**src/rtl/fetch_sequencer_if.sv**
```systemverilog
// Fetch-side bus bundle: instruction ROM read port plus the decode valid/ready handshake.
interface fetch_sequencer_if;
  logic        rom_rd;
  logic [31:0] rom_addr;
  logic [31:0] rom_rdata;
  logic [31:0] instr_out;
  logic [31:0] instr_pc;
  logic        instr_valid;
  logic        instr_ready;

  modport master (
    output rom_rd, rom_addr, instr_out, instr_pc, instr_valid,
    input  rom_rdata, instr_ready
  );

  modport slave (
    input  rom_rd, rom_addr, instr_out, instr_pc, instr_valid,
    output rom_rdata, instr_ready
  );
endinterface

```
**src/rtl/fetch_sequencer.sv**
```systemverilog
// Fetch sequencer: owns the PC, issues ROM word reads, buffers words for decode (FETCH_PERF_EN adds perf counters).
// Latency: rom_rd in cycle N gives earliest instr_valid in cycle N+2; at most one read per cycle.
// Backpressure: reads stop while buffered plus in-flight words reach DEPTH; head holds while instr_ready=0.
module fetch_sequencer #(
  parameter int unsigned DEPTH    = 4,
  parameter logic [31:0] RESET_PC = 32'h0
) (
  input  logic        clk,
  input  logic        reset,
  input  logic        start,
  input  logic [31:0] rom_size,
  input  logic        redirect,
  input  logic [31:0] redirect_pc,
  output logic        busy,
  output logic        fetch_complete,
  fetch_sequencer_if.master bus
`ifdef FETCH_PERF_EN
  ,
  output logic [31:0] perf_fetched,
  output logic [31:0] perf_stall
`endif
);

  localparam int AW = $clog2(DEPTH);

  localparam logic [1:0] S_IDLE  = 2'd0;
  localparam logic [1:0] S_RUN   = 2'd1;
  localparam logic [1:0] S_DRAIN = 2'd2;
  localparam logic [1:0] S_DONE  = 2'd3;

  typedef struct packed {
    logic [31:0] pc;
    logic [31:0] dat;
  } entry_t;

  logic [1:0]    state;
  logic [31:0]   pc;
  logic [31:0]   pending_pc;
  logic          in_flight;
  entry_t        mem [DEPTH];
  logic [AW-1:0] wr_ptr;
  logic [AW-1:0] rd_ptr;
  logic [AW:0]   count;

  logic [31:0]   limit;
  logic          flush;
  logic          nonempty;
  logic          has_room;
  logic          issue;
  logic          push;
  logic          pop;

  assign limit    = rom_size & ~32'h3;
  assign flush    = redirect && (state != S_IDLE);
  assign nonempty = (count != '0);
  // Credit check counts the word still in flight so a push can never overflow.
  assign has_room = (count + (AW+1)'(in_flight)) < (AW+1)'(DEPTH);
  assign issue    = (state == S_RUN) && (pc < limit) && has_room && !redirect;
  // Data of a read issued just before a redirect lands in the redirect cycle and is dropped.
  assign push     = in_flight && !flush;
  assign pop      = bus.instr_valid && bus.instr_ready;

  assign bus.rom_rd      = issue;
  assign bus.rom_addr    = issue ? pc : 32'h0;
  assign bus.instr_valid = nonempty && !redirect;
  assign bus.instr_out   = nonempty ? mem[rd_ptr].dat : 32'h0;
  assign bus.instr_pc    = nonempty ? mem[rd_ptr].pc  : 32'h0;

  assign busy           = (state == S_RUN) || (state == S_DRAIN);
  assign fetch_complete = (state == S_DONE);

  always_ff @(posedge clk or negedge reset) begin
    if (!reset) begin
      state      <= S_IDLE;
      pc         <= RESET_PC;
      pending_pc <= 32'h0;
      in_flight  <= 1'b0;
    end else begin
      in_flight <= issue;
      if (issue) pending_pc <= pc;
      if (flush) begin
        state <= S_RUN;
        pc    <= redirect_pc & ~32'h3;
      end else begin
        unique case (state)
          S_IDLE, S_DONE: begin
            if (start) begin
              state <= S_RUN;
              pc    <= RESET_PC;
            end
          end
          S_RUN: begin
            if (pc >= limit) state <= S_DRAIN;
            else if (issue)  pc    <= pc + 32'd4;
          end
          S_DRAIN: begin
            if (!nonempty && !in_flight) state <= S_DONE;
          end
          default: state <= S_IDLE;
        endcase
      end
    end
  end

  always_ff @(posedge clk or negedge reset) begin
    if (!reset) begin
      wr_ptr <= '0;
      rd_ptr <= '0;
      count  <= '0;
    end else if (flush) begin
      wr_ptr <= '0;
      rd_ptr <= '0;
      count  <= '0;
    end else begin
      if (push) wr_ptr <= wr_ptr + AW'(1);
      if (pop)  rd_ptr <= rd_ptr + AW'(1);
      unique case ({push, pop})
        2'b10:   count <= count + (AW+1)'(1);
        2'b01:   count <= count - (AW+1)'(1);
        default: count <= count;
      endcase
    end
  end

  // Storage needs no reset: the head is masked to zero whenever the buffer is empty.
  always_ff @(posedge clk) begin
    if (push) mem[wr_ptr] <= '{pc: pending_pc, dat: bus.rom_rdata};
  end

`ifdef FETCH_PERF_EN
  logic accept_start;
  assign accept_start = start && !flush && ((state == S_IDLE) || (state == S_DONE));

  always_ff @(posedge clk or negedge reset) begin
    if (!reset) begin
      perf_fetched <= 32'h0;
      perf_stall   <= 32'h0;
    end else if (accept_start) begin
      perf_fetched <= 32'h0;
      perf_stall   <= 32'h0;
    end else begin
      if (pop && (perf_fetched != 32'hFFFF_FFFF)) perf_fetched <= perf_fetched + 32'd1;
      if ((state == S_RUN) && !bus.instr_valid && (perf_stall != 32'hFFFF_FFFF))
        perf_stall <= perf_stall + 32'd1;
    end
  end
`endif

endmodule

```
**src/flat_wrapper.sv**
```systemverilog
// flat-port wrapper written by rule: the top's interface ports become plain ports
module fetch_sequencer_flat 
#(
  parameter int unsigned DEPTH    = 4,
  parameter logic [31:0] RESET_PC = 32'h0
)
  (clk, reset, start, rom_size, redirect, redirect_pc, busy, fetch_complete, bus_rom_rd, bus_rom_addr, bus_instr_out, bus_instr_pc, bus_instr_valid, bus_rom_rdata, bus_instr_ready);
  fetch_sequencer_if bus_i ();
  input  logic clk;
  input  logic reset;
  input  logic start;
  input  logic [31:0] rom_size;
  input  logic redirect;
  input  logic [31:0] redirect_pc;
  output logic busy;
  output logic fetch_complete;
  output wire logic [$bits(bus_i.rom_rd)-1:0] bus_rom_rd;
  output wire logic [$bits(bus_i.rom_addr)-1:0] bus_rom_addr;
  output wire logic [$bits(bus_i.instr_out)-1:0] bus_instr_out;
  output wire logic [$bits(bus_i.instr_pc)-1:0] bus_instr_pc;
  output wire logic [$bits(bus_i.instr_valid)-1:0] bus_instr_valid;
  input wire logic [$bits(bus_i.rom_rdata)-1:0] bus_rom_rdata;
  input wire logic [$bits(bus_i.instr_ready)-1:0] bus_instr_ready;
  assign bus_rom_rd = bus_i.rom_rd;
  assign bus_rom_addr = bus_i.rom_addr;
  assign bus_instr_out = bus_i.instr_out;
  assign bus_instr_pc = bus_i.instr_pc;
  assign bus_instr_valid = bus_i.instr_valid;
  assign bus_i.rom_rdata = bus_rom_rdata;
  assign bus_i.instr_ready = bus_instr_ready;
  fetch_sequencer #(.DEPTH(DEPTH), .RESET_PC(RESET_PC)) u_core (.clk(clk), .reset(reset), .start(start), .rom_size(rom_size), .redirect(redirect), .redirect_pc(redirect_pc), .busy(busy), .fetch_complete(fetch_complete), .bus(bus_i));
endmodule
```
**config.mk**
```make
export PLATFORM = sky130hd
export DESIGN_NAME = fetch_sequencer_flat
export DESIGN_NICKNAME = d
export VERILOG_FILES = /design/src/rtl/fetch_sequencer_if.sv /design/src/rtl/fetch_sequencer.sv /design/src/flat_wrapper.sv
export SDC_FILE = /design/constraint.sdc
export NUM_CORES = 1
export LEC_CHECK = 0
export ABC_AREA = 0
export BUFFER_PORTS_ARGS = -buffer_cell sky130_fd_sc_hd__buf_2
export CORE_ASPECT_RATIO = 1.4
export CORE_MARGIN = 10
export CORE_UTILIZATION = 50
export DETAILED_ROUTE_END_ITERATION = 7
export GPL_TIMING_DRIVEN = 1
export PLACE_DENSITY = 0.71
export SLEW_MARGIN = 10
export SYNTH_ARGS = -nofsm -noshare
export SYNTH_HDL_FRONTEND = slang
export SYNTH_SLANG_ARGS = --single-unit
```
**constraint.sdc**
```tcl
create_clock -name clk -period 3.9 [get_ports clk]
set_clock_uncertainty 0.15 [all_clocks]
set_input_delay 0.39 -clock clk [delete_from_list [all_inputs] [get_ports clk]]
set_output_delay 0.39 -clock clk [all_outputs]
set_load 0.01 [all_outputs]
```
# After elaboration in Yosys (flattened, before gate mapping)
# Memories as Yosys holds them, arrays and structs flattened.
# Index checks and enable logic that the tools add are counted.
# W data, S select, Z words.
[totals]
ff_bits = 74
ramBits = 256
in_bits = 101
out_inout_bits = 100
elab_cells = 71
n_memories = 1
[classes]
addsub = 6
order_cmp = 3
eq_ne = 10
muxes = 21
reduce_logical = 23
[mem_list]
columns = ["memory", "depth", "word_bits", "read_ports", "rd_clocked_by_memory_dff", "write_ports", "line_no", "source"]
rows = [
  ["u_core.mem", 4, 64, 1, 0, 1, "fetch_sequencer.sv:40", "entry_t mem [DEPTH];"],
]
[ops]
columns = ["operator", "count"]
rows = [
  ["$mux W32", 7],
  ["$pmux W32 S2", 1],
  ["$add A32 B3 Y32 const B", 1],
  ["$ge A32 B32 Y1", 1],
  ["$lt A32 B32 Y1", 1],
  ["$mux W2", 8],
  ["$ne A3 B2 Y1 const B", 4],
  ["$reduce_bool A3 Y1", 3],
  ["$logic_and A1 B1 Y1", 8],
  ["$eq A2 B2 Y1 const B", 3],
  ["$pmux W2 S3", 1],
  ["$pmux W3 S2", 1],
  ["$reduce_bool A2 Y1", 3],
  ["$add A2 B1 Y2 const B", 2],
  ["$eq A2 B1 Y1 const B", 2],
  ["$logic_not A1 Y1", 4],
  ["$reduce_and A4 Y1", 1],
  ["$add A3 B1 Y3", 1],
  ["$add A3 B1 Y3 const B", 1],
  ["$lt A3 B3 Y1 const B", 1],
  ["$mux W3", 1],
  ["$ne A3 B1 Y1 const B", 1],
  ["$reduce_and A3 Y1", 1],
  ["$sub A3 B1 Y3 const B", 1],
  ["other kinds (4)", 5],
]

# Logic depth before layout (Yosys ltp)
# Gate-level depths: netlist (run 1).
[logic_depth]
ltp_word = 8
depth_mapped = 11
depth_no_buf = 9

# Worst setup path before layout (run 1)
# Ideal clock, no wire load.
[synth_path]
path_type = "register to register"
start = "register u_core.state[0]"
end = "memory u_core.mem[0][0] (netlist name), enable pin"
setup_ns = 0.427
arrival_ns = 2.636
required_ns = 3.323
path_slack_ns = 0.688
path_stages_with_launch = 6
n_path_buf = 1
period_less_slack_ns = 3.212
cell_sequence = "dfrtp_1 -> inv_1 -> ha_1 -> nand2b_1 -> clkbuf_1 -> and3_1"
[synth_via]
elab_chain_cells = 6
[synth_lines]
columns = ["item", "line_no", "source"]
rows = [
  ["start, declared", "fetch_sequencer.sv:36", "logic [1:0] state;"],
  ["start signal, assigned", "fetch_sequencer.sv:74", "state <= S_IDLE;"],
  ["start signal, assigned", "fetch_sequencer.sv:82", "state <= S_RUN;"],
  ["start signal, assigned", "fetch_sequencer.sv:88", "state <= S_RUN;"],
  ["$reduce_bool A2 Y1", "fetch_sequencer.sv:54", "assign flush = redirect && (state != S_IDLE);"],
  ["$logic_and A1 B1 Y1", "fetch_sequencer.sv:54", ""],
  ["$logic_not A1 Y1", "fetch_sequencer.sv:60", "assign push = in_flight && !flush;"],
  ["$logic_and A1 B1 Y1", "fetch_sequencer.sv:60", ""],
  ["$mux W1", "fetch_sequencer.sv:127", "if (push) mem[wr_ptr] <= '{pc: pending_pc, dat: bus.rom_rdata};"],
  ["$mux W1 (implied by the code)", "fetch_sequencer.sv:127", ""],
  ["end, declared", "fetch_sequencer.sv:40", ""],
]
# Every way passes these cells.

# Worst setup path after layout (run 1)
[layout_path]
start = "register u_core.pc[15]"
end = "output port bus_rom_addr[5]"
[layout_via]
elab_chain_cells = 5
[layout_lines]
columns = ["item", "line_no", "source"]
rows = [
  ["start, declared", "fetch_sequencer.sv:37", "logic [31:0] pc;"],
  ["start signal, assigned", "fetch_sequencer.sv:83", "pc <= redirect_pc & ~32'h3;"],
  ["start signal, assigned", "fetch_sequencer.sv:94", "else if (issue) pc <= pc + 32'd4;"],
  ["$lt A32 B32 Y1", "fetch_sequencer.sv:58", "assign issue = (state == S_RUN) && (pc < limit) && has_room && !redirect;"],
  ["$logic_and A1 B1 Y1 (3 in series)", "fetch_sequencer.sv:58", ""],
  ["$mux W32", "fetch_sequencer.sv:64", "assign bus.rom_addr = issue ? pc : 32'h0;"],
  ["end, declared", "flat_wrapper.sv:18", "output wire logic [$bits(bus_i.rom_addr)-1:0] bus_rom_addr;"],
]
# Every way passes these cells.

==> metrics.txt, run 1 <==
Rel. slew slack a little over a quarter; register area 9210 µm²; setup TNS 0 ns; fin crit share 93.6%; Root Buffer clkbuf_16; #FFs+latches synth approximately 320; Worst setup startpoint u_core.pc[15]; chip height ~220 µm; I/O Buffers approximately 190; initial DRC count between 400 and 500; Worst Path Arrival approximately 3.1 ns; final slew viol count 0; Max VDD drop around 0.37 mV; sequential share of the synthesized area 65.2%; layout cells sized above 1 29.9%; fin util between 60% and 70%; CTS tree yes; core box area between 20,000 and 30,000 µm²; DR vias/cell about 5.5; Clk Latency, worst-skew pair between 0.5 and 0.6 ns; CTS H-tree depth 1; Fillers roughly 2,100; startpoint types flip-flop; Setup-failing EPs final 0; DRC Markers 0; ys async rst share between 20 and 25%; DP Worst Slack a little over 0.8 ns; WL final between 30,000 and 40,000 µm; largest net degree at the start of global routing 64; Final #Nets approximately 1,300; Worst-path clk slew around 0.070 ns; GRT Overall Usage 18.4%; Yosys Warn Count 0; Area Growth Syn to Fin 21.0%; Placed Cells 1,447; Post-synth EDFFs between 200 and 250; hpwl dp 21,200 µm; Mapped Avg Cell Area between 15 and 20 µm²; critical path data required time roughly 3.4 ns; Clock Tree Buf Depth 3; Mapped Cells ~900; setup slack after layout 0.249 ns; Routed Antenna Nets 0; DP Area around 16,000 µm²; minimum clock period between 3 and 4 ns; RSZ-0062 raised after global routing false; CP cell instances ha_1, nand3_1, or3_1, a31oi_1, o21a_1, nor2_4, buf_4, and2_1, buf_2; RR Endpoint u_core.pc[22]; Diodes inserted 0; die area between 30,000 and 40,000 µm²; Finished Cell Area between 15,000 and 20,000 µm²; drt pass-1 iters 4; Top FF cell, synth edfxtp_1; global route total overflow 0; leakage power between 6 and 7 nW; die width ~160 µm; FF-to-FF Start u_core.pc[26]; Non-Filler Instances roughly 1,600; Final Hold Violating Endpoints 0; vias in the first global route between 9,000 and 10,000; Starting Density around 51%; outcome complete, no violations; Netlist Area Pre-Place about 14,000 µm²; CTS Buf Count 28; Worst Setup End Kind output port; max_cap viols 0; Routed WL per cell 21.0 µm; GPL Wtd Cong 0.888; crit-path max FO 10; Worst Reg-to-Reg Cells 8; Crit-path slowest cell dfrtp_1; clk sinks 318; IO Pins 201; Std-Cell Rows ~70; Crit path largest cell delay 0.52 ns; Hold Path Class in2reg; synth unique cells 64; Pwr per Cell Area roughly 660 nW/µm²; critical path type reg2out; global-route wire length before repair 51,800 µm; reg-to-reg setup timing slack a little over 0.9 ns; Critical path destination bus_rom_addr[5]; fmax roughly 0.27 GHz; area of the multi-input gates around 4600 µm²; Resize count post-CTS 0; Worst-Margin Slew approximately 1.1 ns; initial antenna violation count 0; via count between 8,000 and 9,000
-- worst min path at each step --
| stage | from | to | slack [ns] | depth (start not counted) |
|---|---|---|---|---|
| final | redirect_pc[23] | u_core.pc[23] | 0.03 | 3 |
| after global routing | redirect_pc[27] | u_core.pc[27] | 0.03 | 3 |
| after CTS | redirect_pc[23] | u_core.pc[23] | 0.008 | 3 |
| after detailed placement | u_core.pending_pc[12] | u_core.mem[3][44] | 0.35 | 0 |
| after global placement | u_core.pending_pc[16] | u_core.mem[3][48] | 0.33 | 0 |
| after floorplan | reset | u_core.count[0] | -0.06 | 0 |
-- cells in the final DEF (no fill, tap or decap), drive strengths merged, types with 5 or more instances in the layout --
cell type / count
clkbuf: 39
mux4: 62
nand2: 39
dlygate4sd3: 51
ha: 42
nor4: 7
clkinv: 9
nand3: 27
o211ai: 12
nor4b: 6
edfxtp: 248
nand4: 14
o21ai: 30
and2: 32
nor2b: 64
buf: 218
nor3: 15
mux2: 34
inv: 39
nor2: 21
and3: 9
o311ai: 5
a21oi: 30
dfrtp: 70
xnor2: 5
-- metrics by stage --
stage / power (mW) / hold WS (ns)
CTS: 11.4 / 0.00769
global route: 11.9 / 0.0292
global placement: 8.47 / 0.334
finish: 11.2 / 0.0334
detailed placement: 8.55 / 0.352
floorplan: 7.10 / -0.0556
-- registers in the layout, summed over array words and instances (netlist names) --
name	flops
u_core.rd_ptr	2
u_core.mem	248
u_core.wr_ptr	2
u_core.pending_pc	30
u_core.in_flight	1
u_core.count	3
u_core.state	2
u_core.pc	30
-- layer usage --
metal / routed length (µm) / track usage [%] / up-vias
met5: 0 / 0 / -
met4: 975 / 6.84 / 0
met3: 1830 / 3.10 / 53
met2: 16400 / 31.7 / 300
met1: 13300 / 22.7 / 4276
li1: - / - / 3963
-- what timing repair did --
action / in CTS / in global routing
endpoints found under the hold margin: 191 / 0
setup buffers: 0 / 0
setup endpoints to repair: 0 / 0
hold buffers: 51 / 0
-- layout make-up --
cell class	instances	share of cell area, %
flip-flops and latches	318	53.9
multi-input cells	503	26.8
repair buffers	269	10.3
clock buffers	39	4.77
well taps	370	2.71
inverters	38	0.836
clock inverters	13	0.682
-- synth_stat cells, drive strengths merged, types with 9 or more instances --
| cell type | count | area share (%) |
|---|---|---|
| o211ai | 12 | 0.64 |
| buf | 22 | 0.98 |
| and3 | 9 | 0.40 |
| nor2b | 64 | 2.8 |
| mux2 | 34 | 2.7 |
| nand2 | 39 | 1.0 |
| edfxtp | 248 | 53 |
| inv | 38 | 1.0 |
| and2 | 32 | 1.4 |
| ha | 42 | 3.7 |
| nor2 | 21 | 0.58 |
| dfrtp | 70 | 12 |
| mux4 | 62 | 9.9 |
| nand4 | 14 | 0.75 |
| clkbuf | 25 | 0.67 |
| nor3 | 15 | 0.65 |
| o21ai | 30 | 1.1 |
| a21oi | 30 | 1.1 |
| nand3 | 27 | 1.0 |
-- logic make-up after synthesis --
kind of cell	synth area share, %
AND/OR/NAND/NOR	10.4
flip-flops	65.2
other	0.0266
multiplexers	12.8
XOR/XNOR	0.559
AO/OA/AOI/OAI	4.54
adder cells (fa/ha/maj)	3.87
buffers and inverters	2.66
-- report_power, final --
part           switching (mW)  total, mW  internal [mW]  leakage [nW]
Clock                    1.18       2.77           1.59         0.458
Sequential              0.649       4.99           4.35          3.16
Combinational            1.94       3.48           1.55          2.98
Total                    3.76       11.2           7.48          6.61
-- worst max-delay path: cells and delay by family, from the launching register on --
kind / cells / cell delay (ns)
and+or+nand+nor: 4 / 0.75
adders and majority gates: 1 / 0.39
DFF: 1 / 0.52
buffers and inverters: 2 / 0.32
AOI/OAI and AO/OA: 2 / 0.58
No activity file was read; power rests on OpenSTA's default activity.
==> inputs of run 2 (changes only) <==
- ABC_AREA: 0 -> 1
==> run 2 against run 1 <==
  * Non-clock buffer count shrank 17
  * Setup slack gained 0.0060 ns
  * Sequential share of layout area down 0.65 points
  * Wire length rose by 14%
  * Design area increased by 1.2%
  * Critical path type unchanged
  * Sequential cell count did not move
  * First-iteration DRC count grew 41%
  * Maximum frequency up 0.17%
  * Sequential power decreased by 4%
  * Largest cell class unchanged
  * Critical path depth rose by 2
  * Synthesized area is 3.6% higher
  * Die area increased by 3.2%
==> metrics.txt, run 2 <==
Worst Reg-to-Reg Cells 12 (was 8); Largest regs u_core.mem (248), u_core.pc (30), u_core.pending_pc (30) (unchanged); Routed WL per cell 17.7 µm (was 21.0 µm); Post-synth EDFFs 248 (unchanged); Rel. slew slack 35.4% (was 26.5%); synth unique cells 42 (was 64); DR top layer met4 (unchanged); Top FF cell, synth edfxtp_1 (unchanged); WL final 37,100 µm (was 32,500 µm); fin util 59.6% (was 61.5%); core box area 29,000 µm² (was 27,700 µm²); sequential share of the synthesized area 63.0% (was 65.2%); DR vias/cell 5.29 (was 5.54); RSZ-0062 raised after global routing false (unchanged); startpoint types flip-flop (unchanged); Hold Path Class in2reg (unchanged); CTS Buf Count 29 (was 28); crit-path max FO 21 (was 10); Worst Path Arrival 3.10 ns (was 3.11 ns); Area contributors post-synth edfxtp_1 51%, dfrtp_1 12%, nor2_1 8.3% (was edfxtp_1 53%, dfrtp_1 12%, mux4_2 9.9%); Area Growth Syn to Fin 18.2% (was 21.0%); FF-to-FF Start u_core.pc[23] (was u_core.pc[26]); Root Buffer clkbuf_16 (unchanged); die width 164 µm (was 162 µm); DRC Markers 0 (unchanged); register area 9200 µm² (was 9210 µm²); Final #Nets 1,842 (was 1,302); max_cap viols 0 (unchanged); Resize count post-CTS 0 (unchanged); chip height 222 µm (was 219 µm); Pwr per Cell Area 704 nW/µm² (was 659 nW/µm²); most common cell after layout, fill and taps aside nor2_1 (was edfxtp_1); CTS tree yes (unchanged); met3 wire length 1870 µm (was 1830 µm); Worst-Margin Slew 0.968 ns (was 1.10 ns); Yosys Warn Count 0 (unchanged); layout cells sized above 1 16.5% (was 29.9%); Worst Setup End Kind output port (unchanged); WHS Endpoint u_core.pc[22] (was u_core.pc[23]); critical hold path startpoint redirect_pc[22] (was redirect_pc[23]); Starting Density 50.4% (was 50.8%); cell taking the most area after synthesis edfxtp_1 (unchanged); Diodes inserted 0 (unchanged); post-synthesis mux area share 0% (was 12.8%); vias in the first global route 11,433 (was 9,248); critical path type reg2out (unchanged); Clock Tree Buf Depth 3 (unchanged); compound-gate portion of the synthesized area 9.63% (was 4.54%); Max VDD drop 0.361 mV (was 0.368 mV); area of the multi-input gates 4730 µm² (was 4570 µm²); clk sinks 318 (unchanged); Std-Cell Rows 74 (was 72); Routed Antenna Nets 0 (unchanged); fin crit share 93.5% (was 93.6%); Netlist Area Pre-Place 14,600 µm² (was 14,100 µm²); hpwl dp 23,700 µm (was 21,200 µm); global-route wire length before repair 58,800 µm (was 51,800 µm); final slew viol count 0 (unchanged); number of flip-flops in the largest register 248 (unchanged); Placed Cells 2,014 (was 1,447); Fillers 2,435 (was 2,119); Mapped Avg Cell Area 9.82 µm² (was 15.6 µm²); Final Hold Violating Endpoints 0 (unchanged); largest net degree at the start of global routing 77 (was 64); ys async rst share 22.0% (unchanged); hold depth 5 (was 3); GRT Overall Usage 20.0% (was 18.4%); Clk Latency, worst-skew pair 0.55 ns (about the same); most frequent cell after synthesis nor2_1 (was edfxtp_1); RR Endpoint u_core.pc[27] (was u_core.pc[22]); most frequent cells in the layout 319 x nor2_1, 248 x edfxtp_1, 247 x nand2_1 (was 248 x edfxtp_1, 192 x buf_2, 68 x dfrtp_1); CTS H-tree depth 1 (unchanged); Worst-path clk slew 0.07 ns (about the same); Non-Filler Instances 2,099 (was 1,550); met2 WL 18,900 µm (was 16,400 µm); Post-Synth Adder-Cell Area 3.73% (was 3.87%); Top reg by flops u_core.mem (unchanged); initial antenna violation count 0 (unchanged); die area 36,600 µm² (was 35,400 µm²); area share of the largest cell type after synthesis 51.0% (was 52.8%); leakage power 7.25 nW (was 6.61 nW); fmax 0.274 GHz (about the same); Post-Synth XOR/XNOR Area 0.180% (was 0.559%); I/O Buffers 192 (unchanged); GPL Wtd Cong 0.957 (was 0.888); Mapped Cells 1,488 (was 903); initial DRC count 662 (was 471); Setup-failing EPs final 0 (unchanged); Simple-Gate Fraction of Synth Area 18.5% (was 10.4%); Synth top cells by count 323 x nor2_1, 248 x edfxtp_1, 247 x nand2_1 (was 248 x edfxtp_1, 70 x dfrtp_1, 64 x nor2b_1); via count 11,107 (was 8,592); IO Pins 201 (unchanged); global route total overflow 0 (unchanged); drt pass-1 iters 5 (was 4); Post-CTS Setup Bufs 0 (unchanged); reg-to-reg setup timing slack 1.01 ns (was 0.91 ns); M1 WL 14,900 µm (was 13,300 µm); #FFs+latches synth 318 (unchanged); minimum clock period 3.64 ns (was 3.65 ns); largest family of logic cells by synthesized area simple AND/OR/NAND/NOR gates (was multiplexers); critical path data required time 3.36 ns (about the same); outcome complete, no violations (unchanged)
run 2: changes by cell type after synthesis, sizes merged, moves of 39 or more:
cell,before,now
inv,38,102
a21oi,30,83
nand3,27,66
nor2,21,328
mux4,62,0
nor2b,64,0
o21ai,30,178
nand2,39,250
run 2: routing by layer:
layer	global-route usage, %	vias to the layer above
met4	9.28	0
met1	23.7	5238
met5	0	-
li1	-	5419
met2	35.0	358
met3	2.46	92
run 2: kinds of logic after synthesis:
| kind of cell | after synthesis |
|---|---|
| other | 1 |
| XOR/XNOR | 3 |
| AO/OA/AOI/OAI | 273 |
| AND/OR/NAND/NOR | 672 |
| buffers and inverters | 178 |
| flip-flops | 318 |
| adder cells (fa/ha/maj) | 43 |
run 2: stage by stage:
stage	power, mW	TNS, ns	hold slack (ns)	setup WS [ns]	instance area (µm²)
after global routing	13.0	0	0.0326	0.0201	17300
final	12.2	0	0.0213	0.255	17300
after floorplan	7.67	-163.40	-0.0556	-0.659	14600
after detailed placement	9.47	0	0.352	0.779	16000
after CTS	12.3	0	0.000310	0.234	17300
after global placement	9.35	0	0.336	0.819	16000
run 2: critical path: stages, from the launching register on:
cell	delay, ns
dfrtp_1	0.46
ha_1	0.33
nand2_1	0.07
nor2_1	0.20
nand4_1	0.13
nor2_1	0.21
nand2_1	0.11
and2_1	0.19
nand2_2	0.41
buf_4	0.26
nor2_1	0.05
buf_2	0.14
run 2: worst max path at each step:
stage / startpoint / end / slack, ns / cells after the start
after floorplan: u_core.state[0] / u_core.mem[0][0] / -0.66 / 7
after global placement: rom_size[31] / bus_rom_addr[29] / 0.82 / 13
after detailed placement: rom_size[31] / bus_rom_addr[29] / 0.78 / 13
after CTS: u_core.pc[23] / bus_rom_addr[29] / 0.23 / 11
after global routing: u_core.pc[23] / bus_rom_addr[16] / 0.02 / 11
final: u_core.pc[23] / bus_rom_addr[30] / 0.26 / 11
run 2: timing repair:
item | 4_1_cts | 5_1_grt
hold buffers | 33 | 0
endpoints found under the hold margin | 198 | 0
endpoints found under the setup margin | 0 | 0
run 2: report_power, final:
part	switching, mW	total (mW)	internal, mW
Sequential	0.473	4.80	4.33
Combinational	3.11	4.60	1.49
Clock	1.19	2.76	1.57
Total	4.77	12.2	7.39
run 2: layout make-up:
class / instances / share of cell area (%)
Clock buffer: 35 / 4.33
Clock inverter: 17 / 1.01
Inverter: 102 / 2.22
Multi-Input combinational cell: 995 / 27.4
Sequential cell: 318 / 53.3
Tap cell: 380 / 2.75
Timing Repair Buffer: 252 / 9.01
==> inputs of run 3 (changes only) <==
- CORE_ASPECT_RATIO: 1.4 -> 1.1
==> run 3 against run 2 <==
  * Critical endpoint is now bus_rom_rd
  * Critical path depth is 1 lower
  * Total power is 0.51% higher
  * Die area is 0.24% lower
  * Sequential cell count stayed put
  * Setup slack better by 0.12 ns
  * Combinational power hardly changed
  * Non-clock buffer count is 1 higher
  * Sequential power hardly changed
  * Maximum frequency is 3.5% higher
  * Via count is 0.17% higher
  * Worst hold slack better by 0.0061 ns
==> metrics.txt, run 3 (synthesis results as in run 2) <==
final slew viol count 0 (unchanged); Worst Reg-to-Reg Cells 11 (was 12); NetSw 4.78 mW (was 4.77 mW); Net Sw Frac 39.1% (was 39.2%); Diodes inserted 0 (unchanged); reg-to-reg setup timing slack 1.02 ns (was 1.01 ns); Max VDD drop 0.469 mV (was 0.361 mV); fmax 0.284 GHz (was 0.274 GHz); Comb pwr share 37.5% (was 37.8%); area of the multi-input gates 4730 µm² (unchanged); initial antenna violation count 0 (unchanged); Std-Cell Rows 65 (was 74); clk sinks 318 (unchanged); RR Endpoint u_core.pending_pc[30] (was u_core.pc[27]); CTS tree yes (unchanged); Worst Setup End Kind output port (unchanged); Clock Tree Buf Depth 3 (unchanged); RSZ-0062 raised after global routing false (unchanged); Worst-path clk slew 0.06 ns (was 0.07 ns); hpwl dp 23,900 µm (was 23,700 µm); share of total power in the clock network 23.0% (was 22.7%); Fillers 2,458 (was 2,435); core box area 28,800 µm² (was 29,000 µm²); Pwr per Cell Area 706 nW/µm² (was 704 nW/µm²); critical path data required time 3.36 ns (about the same); Starting Density 50.8% (was 50.4%); fin crit share 90.3% (was 93.5%); die area 36,500 µm² (was 36,600 µm²); IO Pins 201 (unchanged); CTS H-tree depth 1 (unchanged); Largest regs u_core.mem (248), u_core.pc (30), u_core.pending_pc (30) (unchanged); critical hold path startpoint redirect_pc[20] (was redirect_pc[22]); Top reg by flops u_core.mem (unchanged); Routed WL per cell 17.5 µm (was 17.7 µm); Root Buffer clkbuf_16 (unchanged); die width 183 µm (was 164 µm); number of flip-flops in the largest register 248 (unchanged); Final Power 12.2 mW (about the same); DR vias/cell 5.32 (was 5.29); hold_buf cts 33 (unchanged); WL final 36,700 µm (was 37,100 µm); Resize count post-CTS 0 (unchanged); global-route wire length before repair 58,300 µm (was 58,800 µm); I/O Buffers 192 (unchanged); critical path type reg2out (unchanged); register area 9200 µm² (unchanged); outcome complete, no violations (unchanged); Setup-failing EPs final 0 (unchanged); vias in the first global route 11,283 (was 11,433); via count 11,126 (was 11,107); startpoint types flip-flop (unchanged); most common cell after layout, fill and taps aside nor2_1 (unchanged); global route total overflow 0 (unchanged); Worst Path Arrival 2.98 ns (was 3.10 ns); setup slack after layout 0.378 ns (was 0.255 ns); Hold Path Class in2reg (unchanged); FF-to-FF Start u_core.pc[23] (unchanged); CTS Buf Count 31 (was 29); Post-CTS Setup Bufs 0 (unchanged); GRT Overall Usage 19.8% (was 20.0%); minimum clock period 3.52 ns (was 3.64 ns); Clk Latency, worst-skew pair 0.55 ns (about the same); hold depth 5 (unchanged); Final #Nets 1,845 (was 1,842); WHS Endpoint u_core.pc[20] (was u_core.pc[22]); Area Growth Syn to Fin 18.5% (was 18.2%); DRC Markers 0 (unchanged); Worst-Margin Slew 0.893 ns (was 0.968 ns); GPL Wtd Cong 0.925 (was 0.957); DP Worst Slack 0.866 ns (was 0.779 ns); Final Hold Violating Endpoints 0 (unchanged); most frequent cells in the layout 319 x nor2_1, 248 x edfxtp_1, 247 x nand2_1 (unchanged); layout cells sized above 1 16.8% (was 16.5%); P_int 7.44 mW (was 7.39 mW); initial DRC count 922 (was 662); chip height 199 µm (was 222 µm); largest net degree at the start of global routing 67 (was 77); Routed Antenna Nets 0 (unchanged); Seq pwr share 39.5% (about the same); drt pass-1 iters 6 (was 5); leakage power 7.28 nW (was 7.25 nW); Rel. slew slack 40.3% (was 35.4%); max_cap viols 0 (unchanged); crit-path max FO 34 (was 21)
## run 3: changes by cell type in the layout (fill, tap and decap cells not counted)
cell / change
buf_12: +1
inv_6: -1
clkbuf_1: +5
clkinv_2: +2
clkinv_1: -5
clkinvlp_4: +2
inv_4: +1
clkbuf_8: +4
clkbuf_16: +2
clkinv_4: -3
bufinv_16: -2
## run 3: worst max-delay path: stages (launching register included)
cell	delay, ns
dfrtp_1	0.46
ha_1	0.34
nand2_1	0.07
nor2_1	0.20
nand4_1	0.12
nor2_1	0.14
nand2_1	0.08
and2_1	0.17
nand2_2	0.52
inv_1	0.15
buf_2	0.18
## run 3: worst max path at each step
stage	slack [ns]	start	end	cells after the start
final	0.38	u_core.pc[23]	bus_rom_rd	10
after global routing	0.02	u_core.pc[31]	bus_rom_rd	10
after CTS	0.32	u_core.pc[27]	bus_rom_addr[24]	10
after detailed placement	0.87	rom_size[27]	bus_rom_addr[24]	12
after global placement	0.91	rom_size[31]	bus_rom_rd	12
after floorplan	-0.66	u_core.state[0]	u_core.mem[0][0]	7
## run 3: area by class of cell
cell class / count / share of cell area [%]
well taps: 368 / 2.66
clock inverters: 11 / 0.527
repair buffers: 253 / 9.10
multi-input cells: 995 / 27.3
flip-flops and latches: 318 / 53.1
clock buffers: 46 / 5.04
inverters: 102 / 2.21
## run 3: metal layers
| metal | vias to the layer above | wire, µm | GRT usage (%) |
|---|---|---|---|
| li1 | 5441 | - | - |
| met1 | 5292 | 16100 | 25.6 |
| met2 | 343 | 17300 | 33.1 |
| met3 | 50 | 2520 | 3.92 |
| met4 | 0 | 773 | 5.47 |
| met5 | - | 0 | 0 |
## run 3: per-stage QoR
stage                     setup TNS (ns)  instances  hold slack (ns)  instance area (µm²)  utilization (%)
after detailed placement               0       2003            0.297                16000             55.7
after global routing                   0       2093           0.0586                17300             60.2
after CTS                              0       2093           0.0127                17300             60.2
after floorplan                  -163.40       1491          -0.0556                14600                -
final                                  0       2093           0.0274                17300             60.2
after global placement                 0       2003            0.298                16000             55.7
## run 3: power groups by stage
stage | Combinational (mW) | Sequential [mW] | Clock, mW
global placement | 4.50 | 4.86 | 0
CTS | 4.65 | 4.82 | 2.85
detailed placement | 4.60 | 4.88 | 0
finish | 4.59 | 4.83 | 2.81
global route | 5.17 | 4.89 | 3.03
floorplan | 2.96 | 4.71 | 0
